<file path="src/rtl/mlp_result_sender.sv">
// mlp_result_sender: return-path UART transmitter for the MLP core.
// Reads LEN result bytes from the shared result RAM and sends them to the
// host as one back-to-back 8N1 frame {SYNC, LEN, payload[LEN], CHK}, where
// CHK = (LEN + sum of payload bytes) mod 256.
//
// Handshake: start is a level request sampled only in IDLE; the cycle it is
// seen high in IDLE, base_addr/length are latched and the frame begins on
// the same edge (busy rises, tx drops for the SYNC start bit). The RAM read
// port is strobe/latency based, not valid/ready: ram_rd_en pulses for one
// cycle with ram_addr, and ram_data is valid during the following cycle.
module mlp_result_sender #(
    parameter int          CLK_DIV = 434,
    parameter int          ADDR_W  = 15,
    parameter logic [7:0]  SYNC    = 8'hA5
) (
    input  logic              clk,
    input  logic              reset,
    input  logic              start,
    input  logic [ADDR_W-1:0] base_addr,
    input  logic [7:0]        length,
    output logic [ADDR_W-1:0] ram_addr,
    output logic              ram_rd_en,
    input  logic [7:0]        ram_data,
    output logic              tx,
    output logic              busy,
    output logic              done
);

    localparam int CNT_W = (CLK_DIV > 2) ? $clog2(CLK_DIV) : 1;
    localparam logic [CNT_W-1:0] CNT_MAX = CNT_W'(CLK_DIV - 1);

    typedef enum logic [2:0] {
        ST_IDLE    = 3'd0,
        ST_SYNC    = 3'd1,
        ST_LEN     = 3'd2,
        ST_PAYLOAD = 3'd3,
        ST_CHK     = 3'd4,
        ST_DONE    = 3'd5
    } state_t;

    // Frame sequencing
    state_t            state_q,     state_d;
    // Serializer: baud counter, bit index (0 start, 1..8 data, 9 stop), byte
    logic [CNT_W-1:0]  baud_q,      baud_d;
    logic [3:0]        bit_q,       bit_d;
    logic [7:0]        shift_q,     shift_d;
    // Registered outputs
    logic              tx_q,        tx_d;
    logic              busy_q,      busy_d;
    logic              done_q,      done_d;
    logic [ADDR_W-1:0] ram_addr_q,  ram_addr_d;
    logic              ram_rd_en_q, ram_rd_en_d;
    // Latched request and payload bookkeeping
    logic [7:0]        len_q,       len_d;
    logic [ADDR_W-1:0] next_addr_q, next_addr_d;
    logic [7:0]        loaded_q,    loaded_d;
    logic [7:0]        chk_q,       chk_d;
    // Prefetch: capture strobe delayed by the RAM latency, plus holding reg
    logic              rd_pend_q,   rd_pend_d;
    logic [7:0]        hold_q,      hold_d;

    // Set when the current byte's stop bit has just finished its last cycle
    logic              byte_end;
    logic              bit_end;
    logic              more_reads;

    // Bit timing: a bit ends when the baud counter wraps; a byte ends on the stop bit wrap
    always_comb begin
        bit_end  = (baud_q == CNT_MAX);
        byte_end = bit_end && (bit_q == 4'd9);
    end

    // After loading payload byte loaded_q+1, is there still a byte left to fetch?
    always_comb begin
        more_reads = ({1'b0, loaded_q} + 9'd1) < {1'b0, len_q};
    end

    // Next-state logic for the frame FSM, serializer and prefetch path
    always_comb begin
        state_d     = state_q;
        baud_d      = baud_q;
        bit_d       = bit_q;
        shift_d     = shift_q;
        tx_d        = tx_q;
        busy_d      = busy_q;
        done_d      = 1'b0;
        ram_addr_d  = ram_addr_q;
        ram_rd_en_d = 1'b0;
        len_d       = len_q;
        next_addr_d = next_addr_q;
        loaded_d    = loaded_q;
        chk_d       = chk_q;
        rd_pend_d   = ram_rd_en_q;
        hold_d      = hold_q;

        // Read data arrives the cycle after the strobe; park it until needed
        if (rd_pend_q) begin
            hold_d = ram_data;
        end

        case (state_q)
            ST_IDLE: begin
                if (start) begin
                    state_d     = ST_SYNC;
                    busy_d      = 1'b1;
                    tx_d        = 1'b0;
                    baud_d      = '0;
                    bit_d       = 4'd0;
                    shift_d     = SYNC;
                    len_d       = length;
                    chk_d       = length;
                    next_addr_d = base_addr;
                    loaded_d    = 8'd0;
                end
            end

            ST_SYNC, ST_LEN, ST_PAYLOAD, ST_CHK: begin
                if (!bit_end) begin
                    baud_d = baud_q + CNT_W'(1);
                end else begin
                    baud_d = '0;
                    if (!byte_end) begin
                        // Next bit: data bit bit_q (LSB first) or the stop bit
                        bit_d = bit_q + 4'd1;
                        tx_d  = (bit_q == 4'd8) ? 1'b1 : shift_q[bit_q[2:0]];
                    end else begin
                        // Byte finished: start the next one with no idle gap
                        bit_d = 4'd0;
                        tx_d  = 1'b0;
                        if (state_q == ST_SYNC) begin
                            state_d = ST_LEN;
                            shift_d = len_q;
                            if (len_q != 8'd0) begin
                                ram_rd_en_d = 1'b1;
                                ram_addr_d  = next_addr_q;
                                next_addr_d = next_addr_q + 1'b1;
                            end
                        end else if (state_q == ST_CHK) begin
                            state_d = ST_DONE;
                            tx_d    = 1'b1;
                            busy_d  = 1'b0;
                            done_d  = 1'b1;
                        end else if ((state_q == ST_LEN && len_q == 8'd0) ||
                                     (state_q == ST_PAYLOAD && loaded_q == len_q)) begin
                            // All payload sent (or none): checksum is complete
                            state_d = ST_CHK;
                            shift_d = chk_q;
                        end else begin
                            // Move the prefetched byte into the shifter, fetch the next
                            state_d  = ST_PAYLOAD;
                            shift_d  = hold_q;
                            chk_d    = chk_q + hold_q;
                            loaded_d = loaded_q + 8'd1;
                            if (more_reads) begin
                                ram_rd_en_d = 1'b1;
                                ram_addr_d  = next_addr_q;
                                next_addr_d = next_addr_q + 1'b1;
                            end
                        end
                    end
                end
            end

            ST_DONE: begin
                state_d = ST_IDLE;
            end

            default: begin
                state_d = ST_IDLE;
                tx_d    = 1'b1;
                busy_d  = 1'b0;
            end
        endcase
    end

    // State register with synchronous active-low reset; reset abandons any frame
    always_ff @(posedge clk) begin
        if (!reset) begin
            state_q     <= ST_IDLE;
            baud_q      <= '0;
            bit_q       <= 4'd0;
            shift_q     <= 8'd0;
            tx_q        <= 1'b1;
            busy_q      <= 1'b0;
            done_q      <= 1'b0;
            ram_addr_q  <= '0;
            ram_rd_en_q <= 1'b0;
            len_q       <= 8'd0;
            next_addr_q <= '0;
            loaded_q    <= 8'd0;
            chk_q       <= 8'd0;
            rd_pend_q   <= 1'b0;
            hold_q      <= 8'd0;
        end else begin
            state_q     <= state_d;
            baud_q      <= baud_d;
            bit_q       <= bit_d;
            shift_q     <= shift_d;
            tx_q        <= tx_d;
            busy_q      <= busy_d;
            done_q      <= done_d;
            ram_addr_q  <= ram_addr_d;
            ram_rd_en_q <= ram_rd_en_d;
            len_q       <= len_d;
            next_addr_q <= next_addr_d;
            loaded_q    <= loaded_d;
            chk_q       <= chk_d;
            rd_pend_q   <= rd_pend_d;
            hold_q      <= hold_d;
        end
    end

    // All outputs come straight from flops
    always_comb begin
        tx        = tx_q;
        busy      = busy_q;
        done      = done_q;
        ram_addr  = ram_addr_q;
        ram_rd_en = ram_rd_en_q;
    end

endmodule

</file>
<file path="config.mk">
export PLATFORM = sky130hd
export DESIGN_NAME = mlp_result_sender
export DESIGN_NICKNAME = d
export VERILOG_FILES = /design/src/rtl/mlp_result_sender.sv
export SDC_FILE = /design/constraint.sdc
export NUM_CORES = 1
export LEC_CHECK = 0
export BUFFER_PORTS_ARGS = -buffer_cell sky130_fd_sc_hd__buf_2
export CAP_MARGIN = 20
export CORE_ASPECT_RATIO = 0.7
export CORE_UTILIZATION = 54
export CTS_CLUSTER_SIZE = 25
export DETAILED_ROUTE_END_ITERATION = 8
export PLACE_DENSITY = 0.8
export SLEW_MARGIN = 20
export SYNTH_ARGS = -nofsm -noshare
export SYNTH_HDL_FRONTEND = slang
export SYNTH_SLANG_ARGS = --single-unit
</file>
<file path="constraint.sdc">
create_clock -name clk -period 3.7 [get_ports clk]
set_clock_uncertainty 0.15 [all_clocks]
set_input_delay 0.37 -clock clk [delete_from_list [all_inputs] [get_ports clk]]
set_output_delay 0.37 -clock clk [all_outputs]
set_load 0.01 [all_outputs]
</file>
Yosys cells after proc, flatten, opt, wreduce, memory -nomap -nowiden. Index checks and enable logic that the tools add are counted.

$add $sub $neg: 6. Mux-type cells: 69. Equal/unequal tests: 23. $lt $le $gt $ge: 2. Reduce and logical (&&, ||, !) cells: 21. Bitwise logic cells: 1.

Operators by type and width (count): 2-to-1 mux 15 bit (13); 2-to-1 mux 8 bit (18); case mux 8 bit (2 select lines) (3); case mux 15 bit (2 select lines) (1); 2-to-1 mux 3 bit (6); 2-to-1 mux 9 bit (2); inequality test 2 bit, second input constant (9); case mux 9 bit (2 select lines) (1); 2-to-1 mux 1 bit (17); adder 15 x 1 -> 15 bit, second input constant (1); AND reduction 7 bit (2); 2-to-1 mux 4 bit (3); inequality test 3 bit, second input constant (4); adder 8 x 1 -> 9 bit, second input constant (1); adder 9 x 1 -> 9 bit, second input constant (1); == test 9 bit, second input constant (1); less-than comparator 9 x 8 -> 1 bit (1); AND reduction 3 bit (3); adder 8 x 1 -> 8 bit, second input constant (1); adder 8 bit (1); == test 4 bit, second input constant (2); == test 8 bit (1); zero test 8 bit (1); case mux 4 bit (2 select lines) (1); 21 further kinds (28).

Output and inout port bits: 19. Word-level logic and storage cells: 137. Input bits: 34. Register bits: 91.

Longest topological paths before layout. Gate-level depths: netlist of the first run.

Depth after elaboration: 9. Mapped depth: 13. Gate-level depth less buffers: 11.

Worst setup path before layout of the first run. OpenSTA, ideal clock, no wires.

Path kind: reg2reg. Start: reg loaded_q[1]. End: reg next_addr_q[14]. Data required time: 3415 ps. Stages on the path, launching flop included: 14. Buffers on the path: 2. Period minus slack after synthesis: 3069 ps. Data arrival time: 2783 ps. Setup slack: 631 ps. Cell sequence: dfxtp_1 -> ha_1 -> and3_1 -> nand3_1 -> xnor2_1 -> ha_1 -> a21o_1 -> a21oi_1 -> a21oi_1 -> or4_1 -> buf_2 -> buf_6 -> nor3_2 -> o22ai_1.

Word-level cells in the longest chain between the ends: 5. Elaborated cells on any way between the ends: 8.

RTL lines: from (decl) (RTL line 56) `logic [7:0] loaded_q, loaded_d;`; from (signal assigned) (RTL line 206) `loaded_q <= loaded_d;`; parallel branches: the longest is 4 deep, another holds adder 8 x 1 -> 9 bit; AND reduction 8 bit (no line) (*); to (signal assigned) (RTL line 205) `next_addr_q <= next_addr_d;`; to (decl) (RTL line 55) `logic [ADDR_W-1:0] next_addr_q, next_addr_d;`.

Every way passes the cells marked *. A chain may end at the register's enable or synchronous reset.

Final worst setup path of the first run.
Start: reg loaded_q[0]. End: reg next_addr_q[5].

Same word-level chain as after synthesis.

==> impl_metrics.env, run 1 <==
export IMPL_clock_root_buffer="clkbuf_16"
export IMPL_core_mm2=0.00929
export IMPL_power_leakage_nw=2.25
export IMPL_die_x_um=120
export IMPL_start_util=0.569
export IMPL_dp_hpwl_um=10100
export IMPL_peakVddDrop_v=0.000340
export IMPL_antenna_found_initial=0
export IMPL_rrSetupSlack_ps=210
export IMPL_final_common_cell="nand2_1"
export IMPL_clk_latency_ps=350
export IMPL_dp_cells=808
export IMPL_clkPwrFrac=0.430
export IMPL_grt_max_degree=56
export IMPL_wl_um=14400
export IMPL_rsz0062_at_grt="false"
export IMPL_ys_flop_type="dfxtp_1"
export IMPL_fin_cells=823
export IMPL_switchingPower_mw=0.631
export IMPL_grt_ovfl_total=0
export IMPL_final_period_utilization=0.942
export IMPL_ys_seq_area_frac=0.345
export IMPL_cts_htree_levels=3
export IMPL_synth_fp_nets=717
export IMPL_syn_area_mm2=0.00528
export IMPL_required_ps=3760
export IMPL_seq_area_mm2=0.00182
export IMPL_global_route_usage_total=0.290
export IMPL_cts_setup_buffers=0
export IMPL_numClockSinks=91
export IMPL_critPathMaxStageDelay_ps=790
export IMPL_synth_distinct_cells=66
export IMPL_min_period_ps=3490
export IMPL_cp_arrival_ps=3550
export IMPL_hold_viol=0
export IMPL_wl_met2_um=6230
export IMPL_ys_seq_elements=91
export IMPL_num_vias=5106
export IMPL_cp_top_family="simple AND/OR/NAND/NOR gates"
export IMPL_drc_errors=0
export IMPL_cts_tree="built"
export IMPL_relSlewSlack=0.514
export IMPL_die_h_um=84.8
export IMPL_worstSetupPathType="register to register"
export IMPL_final_max_slew_viol_count=0
export IMPL_io_buffers=52
export IMPL_fmax_ghz=0.287
export IMPL_dr_max_layer_used="met4"
export IMPL_ios=53
export IMPL_placed_cell_area_mm2=0.00561
export IMPL_nets=752
export IMPL_worst_path_max_delay_cell="or4_1"
export IMPL_syn_avg_cell_area_um2=8.00
export IMPL_fin_tns_setup_ps=0
export IMPL_cp_max_fo=15
export IMPL_final_cell_mix="nand2_1, dfxtp_1, buf_2"
export IMPL_globalplace_congestion=0.916
export IMPL_fill_cells=815
export IMPL_worst_setup_path_start_kind="register"
export IMPL_syn2layout_area_growth_pct=12.9
export IMPL_multi_input_area_mm2=0.00322
export IMPL_wl_met1_um=6750
export IMPL_cp_end_kind="register"
export IMPL_maxCapViolCount=0
export IMPL_pwr_share_comb=0.131
export IMPL_yosys_warnings=0
export IMPL_synthesis_instances=660
export IMPL_setup_violations_final=0
export IMPL_design_area_mm2=0.00596
export IMPL_drtAntennaViolNets=0
export IMPL_crit_top_cell="a21oi_1"
export IMPL_path_cells="ha_1, and3_1, nand3_1, xnor2_1, ha_1, a21o_1, a21oi_1, a21oi_1, or4_1, o21ai_0, a21oi_1"
export IMPL_internal_power_mw=1.79
export IMPL_avgViaCountPerCell=6.20
export IMPL_drive_above_1_share=0.140
export IMPL_cts_buffers=9
export IMPL_tightest_slew_ps=724
export IMPL_clk_pin_slew_worst_paths_ps=60
export IMPL_hold_path_class="input port to register"
export IMPL_grt_pass1_vias=4752
export IMPL_synth_edf_count=0
export IMPL_critical_path_buf_inv_count=0
export IMPL_ys_async_sr_fraction=0
export IMPL_antenna_cells=0
export IMPL_status="complete, no violations"
export IMPL_grt_pass1_wl_um=23300
export IMPL_met3_wirelength_um=1220
export IMPL_rows=29
export IMPL_switching_share=0.260
export IMPL_power_frac_seq=0.438
export IMPL_drt_initial_drc_count=536
export IMPL_first_pass_iters=5
export IMPL_p_per_area_mw_per_mm2=407
export IMPL_clk_path_buf_depth=2
export IMPL_die_area_mm2=0.0102
export IMPL_wl_per_cell_um=17.4
[cell type report]
cell class | count | area share
multi-input cells | 509 | 0.541
flip-flops and latches | 91 | 0.306
repair buffers | 65 | 0.0600
clock buffers | 10 | 0.0384
well taps | 124 | 0.0260
clock inverters | 5 | 0.0172
inverters | 19 | 0.0120
[worst register-to-register path, stage by stage, from the launching register on]
cell	delay, ps
dfxtp_1	420
ha_1	270
and3_1	240
nand3_1	150
xnor2_1	160
ha_1	300
a21o_1	160
a21oi_1	160
a21oi_1	100
or4_1	790
o21ai_0	340
a21oi_1	110
[power by group through the flow]
stage	logic, mW	registers, mW	clock network [mW]
5_1_grt	0.351	1.07	1.08
3_5_place_dp	0.308	1.08	0
6_report	0.319	1.06	1.04
2_1_floorplan	0.220	1.07	0
3_3_place_gp	0.300	1.08	0
4_1_cts	0.311	1.06	1.04
[worst paths after layout]
path	from	end	depth (start not counted)
setup / recovery	loaded_q[0]	next_addr_q[5]	11
hold / removal	ram_data[2]	hold_q[2]	3
setup reg to reg	loaded_q[0]	next_addr_q[5]	11
hold reg to reg	ram_addr[11]	ram_addr[11]	2
[logic make-up after synthesis]
logic type / after synthesis / synth area share
and+or+nand+nor: 273 / 0.252
AOI/OAI and AO/OA: 159 / 0.197
DFF: 91 / 0.345
buffers and inverters: 60 / 0.0483
muxes: 29 / 0.0599
xor gates and xnor gates: 25 / 0.0414
adders and majority gates: 23 / 0.0559
[cells in the mapped netlist, types with 9 or more instances]
| cell | number | area, µm² |
|---|---|---|
| nand2_1 | 99 | 372 |
| dfxtp_1 | 91 | 1820 |
| a21oi_1 | 48 | 240 |
| nor2_1 | 44 | 165 |
| o21ai_0 | 32 | 160 |
| nand3_1 | 31 | 155 |
| clkbuf_1 | 27 | 101 |
| mux2i_1 | 26 | 260 |
| ha_1 | 22 | 275 |
| nor3_1 | 20 | 100 |
| inv_1 | 18 | 67.6 |
| xnor2_1 | 15 | 131 |
| and3_1 | 14 | 87.6 |
| o211ai_1 | 13 | 97.6 |
| nand4_1 | 11 | 68.8 |
| xor2_1 | 10 | 87.6 |
| a31oi_1 | 9 | 56.3 |
| and2_1 | 9 | 56.3 |
| buf_2 | 9 | 45.0 |
| nor4_1 | 9 | 56.3 |
[metrics by stage]
stage	total power, mW	utilization	worst slack [ps]	hold WS, ps
4_1_cts	2.42	0.640	239	106
5_1_grt	2.50	0.642	12.7	124
2_1_floorplan	1.29	-	631	277
6_report	2.42	0.642	215	103
3_3_place_gp	1.38	0.604	380	291
3_5_place_dp	1.39	0.604	286	298
[timing repair]
item | CTS | global route
endpoints found under the hold margin | 0 | 0
endpoints found under the setup margin | 0 | 19
gates resized for setup | 0 | 1
hold buffers | 0 | 0
[registers in the layout, summed over array words and instances, names as in the netlist, 3 cells and up]
| register | cells |
|---|---|
| baud_q | 9 |
| chk_q | 8 |
| shift_q | 8 |
| state_q | 3 |
| ram_addr | 15 |
| hold_q | 8 |
| len_q | 8 |
| next_addr_q | 15 |
| bit_q | 4 |
| loaded_q | 8 |
[routing by layer]
metal	vias to the layer above	global-route usage
met4	0	0.0819
met3	17	0.0863
li1	2441	-
met5	-	0
met2	230	0.427
met1	2418	0.408
(Power assumes the default switching activity.)
==> run 2, diff against run 1 <==
--- a/config.mk
+++ b/config.mk
@@ -8,10 +8,11 @@
 export BUFFER_PORTS_ARGS = -buffer_cell sky130_fd_sc_hd__buf_2
 export CAP_MARGIN = 20
 export CORE_ASPECT_RATIO = 0.7
+export CORE_MARGIN = 2
 export CORE_UTILIZATION = 54
 export CTS_CLUSTER_SIZE = 25
 export DETAILED_ROUTE_END_ITERATION = 8
-export PLACE_DENSITY = 0.8
+export PLACE_DENSITY_LB_ADDON = 0.08
 export SLEW_MARGIN = 20
 export SYNTH_ARGS = -nofsm -noshare
 export SYNTH_HDL_FRONTEND = slang
==> run 2 against run 1 <==
Net effect: core utilization fell by 2.3 points; register-to-register slack improved by 50 ps; via count fell by 1.3%; sequential power barely moved; largest power group unchanged.
==> impl_metrics.env, run 2 (synthesis results as in run 1) <==
export IMPL_drtAntennaViolNets=0
export IMPL_r2r_start="loaded_q[0]"
export IMPL_grt_pass1_wl_um=24000
export IMPL_required_ps=3820
export IMPL_critical_path_buf_inv_count=2
export IMPL_wl_um=14700
export IMPL_numClockSinks=91
export IMPL_power_frac_seq=0.465
export IMPL_p_per_area_mw_per_mm2=384
export IMPL_cts_htree_levels=3
export IMPL_min_period_ps=3430
export IMPL_cts_setup_buffers=0
export IMPL_grt_max_degree=44
export IMPL_relSlewSlack=0.511
export IMPL_final_period_utilization=0.927
export IMPL_avgViaCountPerCell=6.06
export IMPL_cts_resized_gates=0
export IMPL_clk_pin_slew_worst_paths_ps=70
export IMPL_hold_viol=0
export IMPL_cts_tree="built"
export IMPL_clock_root_buffer="clkbuf_16"
export IMPL_final_common_cell="nand2_1"
export IMPL_die_x_um=122
export IMPL_placed_cell_area_mm2=0.00565
export IMPL_cts_buffers=9
export IMPL_fin_cells=832
export IMPL_cp_end_kind="register"
export IMPL_dp_cells=816
export IMPL_dp_hpwl_um=10600
export IMPL_post_place_ws_ps=332
export IMPL_final_cell_mix="nand2_1, dfxtp_1, buf_2"
export IMPL_peakVddDrop_v=0.000291
export IMPL_cp_arrival_ps=3550
export IMPL_cp_top_family="compound AO/OA/AOI/OAI gates"
export IMPL_post_route_util=0.618
export IMPL_worst_setup_path_start_kind="register"
export IMPL_clkPwrFrac=0.393
export IMPL_core_mm2=0.00961
export IMPL_worstSetupPathType="register to register"
export IMPL_fin_tns_setup_ps=0
export IMPL_switching_share=0.283
export IMPL_start_util=0.550
export IMPL_tightest_slew_ps=725
export IMPL_critPathMaxStageDelay_ps=420
export IMPL_ios=53
export IMPL_syn2layout_area_growth_pct=12.5
export IMPL_fmax_ghz=0.291
export IMPL_antenna_found_initial=0
export IMPL_drive_above_1_share=0.146
export IMPL_maxCapViolCount=0
export IMPL_crit_start="loaded_q[0]"
export IMPL_nets=756
export IMPL_design_area_mm2=0.00594
export IMPL_final_max_slew_viol_count=0
export IMPL_switchingPower_mw=0.646
export IMPL_setup_violations_final=0
export IMPL_num_vias=5041
export IMPL_worst_path_max_delay_cell="dfxtp_1"
export IMPL_globalplace_congestion=0.927
export IMPL_rsz0062_at_grt="false"
export IMPL_grt_pass1_vias=4692
export IMPL_antenna_cells=0
export IMPL_rows=30
export IMPL_pwr_share_comb=0.141
export IMPL_wl_per_cell_um=17.7
export IMPL_io_buffers=52
export IMPL_ctsHoldBuffers=0
export IMPL_global_route_usage_total=0.291
export IMPL_drt_initial_drc_count=402
export IMPL_drc_errors=0
export IMPL_power_leakage_nw=2.25
export IMPL_clk_path_buf_depth=2
export IMPL_setup_ws_ps=268
export IMPL_grt_ovfl_total=0
export IMPL_cp_max_fo=15
export IMPL_first_pass_iters=5
export IMPL_path_cells="ha_1, and3_1, nand3_1, xnor2_1, ha_1, a21o_1, a21oi_1, a21oi_1, buf_4, a2111oi_2, and2_1, buf_4, mux2i_1"
export IMPL_hold_path_class="input port to register"
export IMPL_min_from="ram_data[0]"
export IMPL_clk_latency_ps=350
export IMPL_internal_power_mw=1.64
export IMPL_status="complete, no violations"
export IMPL_timing_hold_ws_ps=112
export IMPL_power_mw=2.28
export IMPL_die_area_mm2=0.0106
export IMPL_die_h_um=86.8
==> run 2: cell types whose count changed in the layout (fill, tap and decap cells not counted), sizes merged <==
| cell | previous run | this run |
|---|---|---|
| buf | 65 | 69 |
| bufinv | 3 | 0 |
| inv | 18 | 19 |
| clkbuf | 10 | 12 |
| clkinv | 2 | 3 |
==> run 2: power by group through the flow <==
stage               Sequential (mW)  Clock (mW)  Combinational [mW]
floorplan                      1.07           0               0.220
global placement               1.08           0               0.306
detailed placement             1.08           0               0.315
CTS                            1.06       0.908               0.318
global route                   1.07       0.946               0.356
finish                         1.06       0.898               0.323
==> run 2: per-layer routing <==
metal / track usage / part of all wire / vias up
met1: 0.433 / 0.49 / 2351
met2: 0.430 / 0.42 / 223
met4: 0.0700 / 0.010 / 0
li1: - / - / 2451
met5: 0 / 0 / -
met3: 0.0592 / 0.077 / 16
==> run 2: final timing paths <==
| check | to | slack [ps] | cells past startpoint |
|---|---|---|---|
| setup reg to reg | ram_addr[1] | 270 | 13 |
| hold reg to reg | ram_addr[14] | 310 | 2 |
| hold / removal | hold_q[0] | 110 | 3 |
| setup / recovery | ram_addr[1] | 270 | 13 |
==> run 2: cell type report <==
cell class                      count  area, µm²
Clock buffer                       12        256
Timing Repair Buffer               69        388
Clock inverter                      4       33.8
Sequential cell                    91       1820
Tap cell                          128        160
Inverter                           19       71.3
Fill cell                         884       3670
Multi-Input combinational cell    509       3210
==> run 2: tightest hold or removal path: stages <==
cell and delay, ps:
buf_2 80, mux2i_1 60, nor2_1 70
